===== config.mk =====
export PLATFORM = sky130hd
export DESIGN_NAME = truth_table_sweeper
export DESIGN_NICKNAME = d
export VERILOG_FILES = /design/src/rtl/truth_table_sweeper.sv
export SDC_FILE = /design/constraint.sdc
export NUM_CORES = 1
export LEC_CHECK = 0
export BUFFER_PORTS_ARGS = -buffer_cell sky130_fd_sc_hd__buf_2
export CORE_MARGIN = 4
export CORE_UTILIZATION = 50
export CTS_CLUSTER_SIZE = 30
export DETAILED_ROUTE_END_ITERATION = 12
export PLACE_DENSITY = 0.72
export SLEW_MARGIN = 30
export SYNTH_ARGS = -nofsm -noshare
export SYNTH_HDL_FRONTEND = slang
export SYNTH_SLANG_ARGS = --single-unit

===== constraint.sdc =====
create_clock -name clk -period 7.25 [get_ports clk]
set_input_delay 0.3625 -clock clk [delete_from_list [all_inputs] [get_ports clk]]
set_output_delay 0.3625 -clock clk [all_outputs]
set_load 0.02 [all_outputs]

===== src/rtl/truth_table_sweeper.sv =====
// Exhaustive 4-input truth-table sweeper.
// Drives all 16 patterns, captures y and compares under a care mask.
module truth_table_sweeper #(
  parameter int unsigned SETTLE_CYCLES = 2
) (
  input  logic        clk,
  input  logic        rst,
  input  logic        start,
  input  logic [15:0] expected,
  input  logic [15:0] care_mask,
  output logic        a,
  output logic        b,
  output logic        c,
  output logic        d,
  input  logic        y,
  output logic        busy,
  output logic        done,
  output logic        pass,
  output logic [15:0] table_out,
  output logic [4:0]  mismatch_cnt,
  output logic [3:0]  mismatch_idx
);

  typedef enum logic [1:0] {
    IDLE,
    SETTLE,
    SAMPLE,
    FINISH
  } state_t;

  localparam logic [3:0] CNT_LAST = 4'(SETTLE_CYCLES - 1);

  state_t      state;
  state_t      state_nx;
  logic [3:0]  idx;
  logic [3:0]  cnt;
  logic [15:0] exp_l;
  logic [15:0] care_l;
  logic        miss;
  logic [4:0]  cnt_nx;

  assign {a, b, c, d} = idx;

  assign miss   = care_l[idx] & (y ^ exp_l[idx]);
  assign cnt_nx = mismatch_cnt + {4'd0, miss};

  // State register
  always_ff @(posedge clk) begin
    if (rst) state <= IDLE;
    else     state <= state_nx;
  end

  // Next-state decode
  always_comb begin
    state_nx = state;
    unique case (state)
      IDLE:   if (start) state_nx = SETTLE;
      SETTLE: if (cnt == CNT_LAST) state_nx = SAMPLE;
      SAMPLE: state_nx = (idx == 4'hF) ? FINISH : SETTLE;
      FINISH: state_nx = IDLE;
      default: state_nx = IDLE;
    endcase
  end

  // Status outputs decoded from state
  always_comb begin
    busy = 1'b0;
    done = 1'b0;
    unique case (1'b1)
      (state == SETTLE),
      (state == SAMPLE): busy = 1'b1;
      (state == FINISH): begin
        busy = 1'b1;
        done = 1'b1;
      end
      default: ;
    endcase
  end

  // Pattern index, settle counter and result capture
  always_ff @(posedge clk) begin
    if (rst) begin
      idx          <= '0;
      cnt          <= '0;
      exp_l        <= '0;
      care_l       <= '0;
      pass         <= 1'b0;
      table_out    <= '0;
      mismatch_cnt <= '0;
      mismatch_idx <= '0;
    end else begin
      unique case (state)
        IDLE: begin
          if (start) begin
            exp_l        <= expected;
            care_l       <= care_mask;
            table_out    <= '0;
            mismatch_cnt <= '0;
            mismatch_idx <= '0;
            pass         <= 1'b0;
            idx          <= '0;
            cnt          <= '0;
          end
        end
        SETTLE: cnt <= cnt + 4'd1;
        SAMPLE: begin
          table_out[idx] <= y;
          mismatch_cnt   <= cnt_nx;
          if (miss && mismatch_cnt == 5'd0)
            mismatch_idx <= idx;
          if (idx == 4'hF) begin
            pass <= (cnt_nx == 5'd0);
          end else begin
            idx <= idx + 4'd1;
            cnt <= '0;
          end
        end
        FINISH: idx <= '0;
        default: ;
      endcase
    end
  end

endmodule


Yosys cells after proc, flatten, opt, wreduce, memory -nomap -nowiden
Cells that the tools add are included.

word-level totals
  register bits = 68
  latch bits = 0
  memory bits (writable) = 0
  memory bits (read-only) = 0
  output and inout bits = 32
  memories = 0

cells by class
  add/subtract/negate cells = 3
  $mul = 0
  div/mod/pow operators = 0
  magnitude comparators = 2
  equality and inequality tests = 10
  shifts and indexed selects = 0
  muxes and demuxes = 27
  bitwise operators = 2
  reduce and logical (&&, ||, !) cells = 16

operator list
  operator                                                     number
  one-hot mux 16 bit (2 select lines)                          1
  one-hot mux 4 bit (3 select lines)                           2
  bitwise mux 16 bit                                           1
  two-way mux 16 bit                                           1
  two-way mux 4 bit                                            4
  AND reduction 3 bit                                          4
  logical NOT 5 bit                                            2
  one-hot mux 5 bit (2 select lines)                           1
  adder 4 x 1 -> 4 bit (second input constant)                 2
  binary-select mux 1 bit (select 4 bit)                       2
  inequality test 2 bit (second input constant)                4
  one-hot mux 2 bit (4 select lines)                           1
  one-hot mux 4 bit (2 select lines)                           1
  two-way mux 1 bit                                            7
  two-way mux 2 bit                                            3
  AND reduction 2 bit                                          3
  nonzero test 3 bit                                           2
  adder 5 x 1 -> 5 bit                                         1
  less-than comparator 4 x 5 -> 1 bit (second input constant)  1
  two-way mux 5 bit                                            1
  demux 1 bit (select 4 bit)                                   1
  equality test 2 bit (second input constant)                  2
  equality test 4 x 1 -> 1 bit (second input constant)         1
  equality test 4 bit (second input constant)                  1
  other kinds (10)                                             11

Longest topological paths before layout
Gate-level depths: netlist (run 1).

  depth after elaboration = 8
  depth in mapped cells = 14

Least setup slack after synthesis (run 1)
No wires, ideal clock.

  path type = register to register
  start = register idx[1]
  end = register pass
  setup time = 0.065 ns
  data arrival time = 3.163 ns
  setup slack = 4.022 ns
  stages on the path, launching flop included = 14
  period minus slack after synthesis = 3.228 ns
  cells stage by stage = dfxtp_1 buf_6 buf_12 mux2i_1 mux4_2 mux2i_1 xnor2_1 nor2_1 ha_1 ha_1 or4_1 a2111oi_0 a31oi_1 nor2_1

between the ends
  word-level cells in the longest chain between the ends = 8

RTL lines
  what                                     line  text
  start: declaration                       35    logic [3:0] idx;
  start signal: assignment                 114   idx <= idx + 4'd1;
  binary-select mux 1 bit (select 4 bit)   44    assign miss = care_l[idx] & (y ^ exp_l[idx]);
  two-way mux 1 bit (implied by the code)  44
  XOR 1 bit                                44
  AND 1 bit                                44
  adder 5 x 1 -> 5 bit                     45    assign cnt_nx = mismatch_cnt + {4'd0, miss};
  logical NOT 5 bit                        112   pass <= (cnt_nx == 5'd0);
  two-way mux 1 bit                        111   if (idx == 4'hF) begin
  one-hot mux 1 bit (2 select lines)       92    unique case (state)
  end signal: assignment                   112
  end: declaration                         18    output logic pass,

Several ways; a longest one is shown, not always the timed one. The select of a mux whose other input is x is not followed.
A chain may end at the register's enable or synchronous reset.

Worst setup path in the final report (run 1)
Ends and elaborated chain as after synthesis.

==> results of run 1 <==
[metrics by stage]
| step | instance area, µm² | setup slack, ps | std cells | power [W] | hold WS (ps) |
|---|---|---|---|---|---|
| floorplan | 3240 | 4020 | 376 | 0.000453 | 432 |
| global placement | 3500 | 3730 | 494 | 0.000472 | 442 |
| detailed placement | 3500 | 3580 | 494 | 0.000474 | 445 |
| CTS | 3670 | 3560 | 510 | 0.000741 | 243 |
| global route | 3670 | 3230 | 510 | 0.000770 | 247 |
| finish | 3670 | 3570 | 510 | 0.000738 | 250 |
[logic make-up (layout without fill, tap and decap cells)]
| group | Yosys count | after routing | synth area share, % |
|---|---|---|---|
| adder cells (fa/ha/maj) | 8 | 8 | 3.09 |
| flip-flops | 68 | 68 | 42.0 |
| XOR/XNOR | 6 | 6 | 1.62 |
| multiplexers | 19 | 19 | 8.77 |
| AND/OR/NAND/NOR | 153 | 153 | 22.0 |
| AO/OA/AOI/OAI | 88 | 88 | 16.0 |
| buffers and inverters | 34 | 91 | 6.45 |
[worst register-to-register path: cells and delay by family, from the launching register on]
kind | cells | cell delay, ps
AO/OA/AOI/OAI | 2 | 440
flip-flops | 1 | 850
multiplexers | 3 | 880
adder cells (fa/ha/maj) | 2 | 500
XOR/XNOR | 1 | 210
AND/OR/NAND/NOR | 3 | 740
[layout make-up]
type,count,area (µm²)
tap,77,96.3
clock buffer,11,141
inverter,5,18.8
sequential,68,1360
fill,611,2640
multi-input combinational,274,1670
timing repair buffer,70,358
clock inverter,5,27.5
[placed cells by master, fill, tap and decap left out, types with 2 or more instances in the layout]
master,netlist,final
nand2_1,81,81
dfxtp_1,68,68
buf_2,0,67
a21oi_1,56,56
nor2_1,21,21
nand4_1,16,16
mux2i_1,13,13
o211ai_1,11,11
clkbuf_8,2,10
ha_1,8,8
nand3_1,7,7
nor2b_1,6,6
inv_1,5,5
mux4_1,5,5
nand2b_1,5,5
o21ai_0,5,5
a22oi_1,4,4
o311ai_0,4,4
clkinv_2,0,4
xnor2_1,3,3
nor3_1,3,3
or3_1,3,3
xor2_1,3,3
a211oi_1,3,3
buf_4,1,3
and2_1,3,2
[layer usage]
layer  routed length, µm  global-route usage, %  vias to the layer above
met3                 404                   6.24                        9
li1                    -                      -                     1427
met5                   0                      0                        -
met4                 106                   6.73                        0
met2                3450                   31.5                       66
met1                3350                   24.8                     1280
[state kept, by name (all words and copies together) (netlist names)]
| signal | count |
|---|---|
| care_l | 16 |
| cnt | 4 |
| exp_l | 16 |
| idx | 4 |
| mismatch_cnt | 5 |
| mismatch_idx | 4 |
| pass | 1 |
| state | 2 |
| table_out | 16 |
[where the power goes]
group | internal (W) | total (W) | switching, W
logic | 0.0000266 | 0.0000693 | 0.0000427
registers | 0.000387 | 0.000396 | 0.00000871
clock network | 0.000131 | 0.000274 | 0.000143
total | 0.000545 | 0.000738 | 0.000194
[how the worst min path moves through the flow]
stage,end,slack [ps],startpoint,cells past startpoint
floorplan,care_l[13]$_SDFFE_PP0P_,430,care_l[13]$_SDFFE_PP0P_,2
global placement,mismatch_idx[3]$_SDFFE_PP0P_,440,mismatch_idx[3]$_SDFFE_PP0P_,2
detailed placement,care_l[0]$_SDFFE_PP0P_,440,care_l[0]$_SDFFE_PP0P_,2
CTS,exp_l[7]$_SDFFE_PP0P_,240,expected[7],3
global route,care_l[4]$_SDFFE_PP0P_,250,care_mask[4],3
finish,care_l[10]$_SDFFE_PP0P_,250,care_mask[10],3
==> summary.md, run 1 <==
| Metric | Value |
|---|---|
| FMAX | `0.272 GHz` |
| RSZ-0062 raised after global routing | `no` |
| Period utilization | `50.8%` |
| Async set-reset flop share out of synthesis | `0%` |
| Crit-path max FO | `19` |
| Post-Route Utilization | `58.2%` |
| Leak | `1.45 nW` |
| Synth unique cells | `43` |
| Synthesized area | `3240 µm²` |
| Full die area | `7830 µm²` |
| Clk sinks | `68` |
| Max clock buf depth | `2` |
| Max-slew headroom | `46.0%` |
| PostCTS Resize Cnt | `0` |
| Ant diodes | `0` |
| Top FF cell, synth | `dfxtp_1` |
| Worst skew pair latency | `350 ps` |
| Slowest-stage cell, CP | `dfxtp_1` |
| Crit Path Category | `reg2reg` |
| CTS tree | `done` |
| Reg-to-Reg End | `pass$_SDFFE_PP0P_` |
| Die Wd | `88.5 µm` |
| Htree depth | `3` |
| Clk root buf | `clkbuf_8` |
| Routability cong. | `0.844` |
| Most numerous cell in the Yosys netlist | `nand2_1` |
| Post-route DRC | `0` |
| Setup Fix Bufs, Post-CTS | `0` |
| Peak supply drop | `121 µV` |
| Syn Area/Cell | `8.61 µm²` |
| Initial antenna violation count | `0` |
| Crit path capture | `pass$_SDFFE_PP0P_` |
| Final wirelength | `7.31 mm` |
| Num CTS Buffers | `9` |
| Synth Warn # | `0` |
| Hold-fix buffers at CTS | `0` |
| First-pass GRT wire length | `11.7 mm` |
| Core ar. | `6310 µm²` |
| Fraction of layout cells with a size suffix above 1 | `21.2%` |
| Drt first pass iters | `4` |
| Die Y | `88.5 µm` |
| Final net count | `472` |
| FF+latch count, synth | `68` |
| Post-synthesis cell count | `376` |
| HPWL Detailed | `5.10 mm` |
| Initial core utilization | `51.3%` |
| Via density per instance | `5.45` |
| CP Buf/Inv Count | `0` |
| CP Depth | `11` |
| Minimum clock period | `3680 ps` |
| Crit path capture type | `flip-flop` |
| Reg-to-reg slack, setup | `3570 ps` |
| Data required time of the worst path | `7530 ps` |
| Final hold vios | `0` |
| Crit path launch | `idx[1]$_SDFFE_PP0P_` |
| Vias in the first global route | `2582` |
| I/O pin count | `68` |
| Vias | `2782` |
| Setup crit start kind | `flip-flop` |
| Outcome | `finished clean` |
| Worst min path class | `in2reg` |
| Number of flops mapped to enable cells by yosys | `0` |
| RR Startpoint | `idx[1]$_SDFFE_PP0P_` |
| Worst-Margin Slew | `809 ps` |
| Wire per inst | `14.3 µm` |
| Clk pin slew, worst setup/hold paths | `70 ps` |
| CP Cell Sequence | `mux2i_1, mux4_1, mux2i_1, xnor2_1, nor2_1, ha_1, ha_1, or4_1, a2111oi_0, a31oi_1, nor2_1` |
| Iteration-0 DRC count of the detailed router | `193` |
| Gr ovfl total | `0` |
| Largest net degree at the start of global routing | `69` |
| Max incr delay on CP | `850 ps` |
| Top post-synthesis cells by count | `81 x nand2_1, 68 x dfxtp_1, 56 x a21oi_1` |
| Delay-heaviest family, CP | `multiplexers` |
| Max_cap viols | `0` |
| Area growth, synth to finish | `13.4%` |
| Synth top area cells | `dfxtp_1 42%, nand2_1 9.4%, a21oi_1 8.7%` |
| Sequential-to-total area share from yosys stat | `42.0%` |
| Top cell type's share of synthesized area | `42.0%` |
| Port Buf Inserts | `67` |
| GR Util All Layers | `19.6%` |
| Largest area contributor in the netlist | `dfxtp_1` |
| Post-DRT Antenna Nets | `0` |
| R2R cell count | `11` |
| # setup viols final | `0` |
| P per Cell Area | `201 nW/µm²` |
| Clock Skew | `8.83 ps` |
| Row count | `29` |
| Setup Total Neg Slack | `0 ps` |
| Max Slew Vio Count | `0` |
| Critical Path AT | `3960 ps` |
| Syn nets | `420` |
No activity file was read; power rests on OpenSTA's default activity.
==> run 2, diff against run 1 <==
- clock period: 7.25 -> 3.5 ns (I/O delays scaled with it)
==> run 2 against run 1 <==
Register-to-register slack lost 3300 ps. Fmax up 12%. Non-clock buffer count rose by 5. Core utilization rose by 1.1 points. Sequential share of layout area decreased by 0.67 points. Design area is 1.9% higher. First-iteration DRC count down 13%. Total power grew 120%. Die area unchanged. Combinational power rose by 110%. Worst setup slack got worse by 3300 ps. Sequential power up 110%. Critical endpoint unchanged.
==> summary.md, run 2 (synthesis results as in run 1) <==
| Metric | Value |
|---|---|
| FMAX | `0.305 GHz (was 0.272 GHz)` |
| GR Util All Layers | `19.4% (was 19.6%)` |
| Fraction of layout cells with a size suffix above 1 | `22.1% (was 21.2%)` |
| Full die area | `7830 µm² (unchanged)` |
| Slowest-stage cell, CP | `or4_1 (was dfxtp_1)` |
| Final hold vios | `0 (unchanged)` |
| Largest net degree at the start of global routing | `44 (was 69)` |
| Crit Path Category | `reg2reg (unchanged)` |
| CP Cell Sequence | `buf_4, mux2i_1, mux4_1, mux2i_1, xnor2_1, nor2_1, ha_1, ha_1, or4_1, a2111oi_0, a31oi_1, nor2_1 (was mux2i_1, mux4_1, mux2i_1, xnor2_1, nor2_1, ha_1, ha_1, or4_1, a2111oi_0, a31oi_1, nor2_1)` |
| RSZ-0062 raised after global routing | `no (unchanged)` |
| Filler cell count | `593 (was 611)` |
| Worst min path class | `in2reg (unchanged)` |
| Iteration-0 DRC count of the detailed router | `167 (was 193)` |
| Fin worst setup slack | `226 ps (was 3570 ps)` |
| CTS tree | `done (unchanged)` |
| Setup Fix Bufs, Post-CTS | `0 (unchanged)` |
| FF/Latch Area | `1360 µm² (about the same)` |
| Critical Path AT | `3560 ps (was 3960 ps)` |
| Setup Total Neg Slack | `0 ps (unchanged)` |
| Post-DRT Antenna Nets | `0 (unchanged)` |
| I/O pin count | `68 (unchanged)` |
| # setup viols final | `0 (unchanged)` |
| Reg-to-Reg End | `pass$_SDFFE_PP0P_ (unchanged)` |
| Max Slew Vio Count | `0 (unchanged)` |
| Area growth, synth to finish | `15.6% (was 13.4%)` |
| RR Startpoint | `idx[1]$_SDFFE_PP0P_ (unchanged)` |
| Largest registers | `care_l x16, exp_l x16, table_out x16 (unchanged)` |
| Htree depth | `3 (unchanged)` |
| Commonest non-fill, non-tap cell in the layout | `nand2_1 (unchanged)` |
| R2R cell count | `12 (was 11)` |
| Cell Area, Placed | `3540 µm² (was 3500 µm²)` |
| Ant diodes | `0 (unchanged)` |
| Data required time of the worst path | `3780 ps (was 7530 ps)` |
| Clk root buf | `clkbuf_8 (unchanged)` |
| Post-route DRC | `0 (unchanged)` |
| Max_cap viols | `0 (unchanged)` |
| Max-slew headroom | `49.4% (was 46.0%)` |
| Period utilization | `93.6% (was 50.8%)` |
| HPWL Detailed | `5.16 mm (was 5.10 mm)` |
| Via density per instance | `5.51 (was 5.45)` |
| Routability cong. | `0.815 (was 0.844)` |
| Most frequent cells in the layout | `81 x nand2_1, 67 x dfxtp_1, 67 x buf_2 (was 81 x nand2_1, 68 x dfxtp_1, 67 x buf_2)` |
| Die Y | `88.5 µm (unchanged)` |
| Clk pin slew, worst setup/hold paths | `70 ps (about the same)` |
| Core ar. | `6310 µm² (unchanged)` |
| Clock Skew | `5.47 ps (was 8.83 ps)` |
| Drt first pass iters | `4 (unchanged)` |
| Max clock buf depth | `2 (unchanged)` |
| First-pass GRT wire length | `11.8 mm (was 11.7 mm)` |
| Vias in the first global route | `2604 (was 2582)` |
| Die Wd | `88.5 µm (unchanged)` |
| Num CTS Buffers | `9 (unchanged)` |
| Row count | `29 (unchanged)` |
| Worst skew pair latency | `340 ps (was 350 ps)` |
| Leak | `1.49 nW (was 1.45 nW)` |
| Peak supply drop | `242 µV (was 121 µV)` |
| Crit-path max FO | `12 (was 19)` |
| Final net count | `477 (was 472)` |
| Initial core utilization | `51.3% (unchanged)` |
| PostCTS Resize Cnt | `0 (unchanged)` |
| Worst-Margin Slew | `759 ps (was 809 ps)` |
| Clk sinks | `68 (unchanged)` |
| Multi-input gate area | `1670 µm² (about the same)` |
| P per Cell Area | `432 nW/µm² (was 201 nW/µm²)` |
| Outcome | `finished clean (unchanged)` |
| Reg-to-reg slack, setup | `230 ps (was 3570 ps)` |
| Vias | `2840 (was 2782)` |
| Final instance area | `3740 µm² (was 3670 µm²)` |
| Setup crit start kind | `flip-flop (unchanged)` |
| Wire per inst | `14.1 µm (was 14.3 µm)` |
| Final wirelength | `7.28 mm (was 7.31 mm)` |
| Pre-CTS setup slack | `169 ps (was 3580 ps)` |
| Initial antenna violation count | `0 (unchanged)` |
| Crit path capture type | `flip-flop (unchanged)` |
| Hold-fix buffers at CTS | `0 (unchanged)` |
| Gr ovfl total | `0 (unchanged)` |
| Max incr delay on CP | `520 ps (was 850 ps)` |
| Minimum clock period | `3270 ps (was 3680 ps)` |
| Crit path capture | `pass$_SDFFE_PP0P_ (unchanged)` |
| Port Buf Inserts | `67 (unchanged)` |
| Crit path launch | `idx[1]$_SDFFE_PP0P_ (unchanged)` |
-- run 2: changes by cell type in the layout (fill, tap and decap cells not counted), sizes merged --
cell / delta
clkinv: -2
clkbuf: +1
bufinv: +1
buf: +5
-- run 2: critical path, delay by kind of cell, from the launching register on --
kind	cells	cell delay (ps)
buffers and inverters	1	210
xor gates and xnor gates	1	220
and+or+nand+nor	3	720
DFF	1	310
adders and majority gates	2	520
AOI/OAI and AO/OA	2	460
muxes	3	770
-- run 2: layer usage --
metal,up-vias,wire length [µm],GRT usage (%)
met5,-,0,0
met4,0,118,9.20
met3,11,521,4.38
met2,96,3390,31.3
met1,1293,3250,24.6
li1,1440,-,-
-- run 2: power by group --
group | total, W | internal, W | switching [W] | leakage [nW]
Sequential | 0.000820 | 0.000802 | 0.0000180 | 0.554
Combinational | 0.000144 | 0.0000562 | 0.0000882 | 0.830
Clock | 0.000655 | 0.000366 | 0.000289 | 0.102
Total | 0.00162 | 0.00122 | 0.000396 | 1.49
-- run 2: area by class of cell --
type                    count  share of cell area, %
clock buffers              12                   4.14
clock inverters             4                   1.27
inverters                   5                  0.501
well taps                  77                   2.57
flip-flops and latches     68                   36.4
repair buffers             75                   10.6
multi-input cells         274                   44.6
-- run 2: worst min-delay path by stage --
stage                   from  cells after the start                       to  slack (ps)
2_1_floorplan   care_mask[0]                      2   care_l[0]$_SDFFE_PP0P_         310
3_3_place_gp     expected[9]                      3    exp_l[9]$_SDFFE_PP0P_         420
3_5_place_dp     expected[5]                      3    exp_l[5]$_SDFFE_PP0P_         420
4_1_cts        care_mask[11]                      3  care_l[11]$_SDFFE_PP0P_          60
5_1_grt        care_mask[11]                      3  care_l[11]$_SDFFE_PP0P_          60
6_report       care_mask[11]                      3  care_l[11]$_SDFFE_PP0P_          60
-- run 2: per-stage QoR --
stage                     power, W  util (%)  hold WS (ps)  std cells
after floorplan           0.000938         -           311        376
after global placement    0.000980      56.1           416        499
after detailed placement  0.000983      56.1           420        499
after CTS                  0.00163      59.3          55.6        515
after global routing       0.00168      59.3          62.1        515
final                      0.00162      59.3          62.2        515
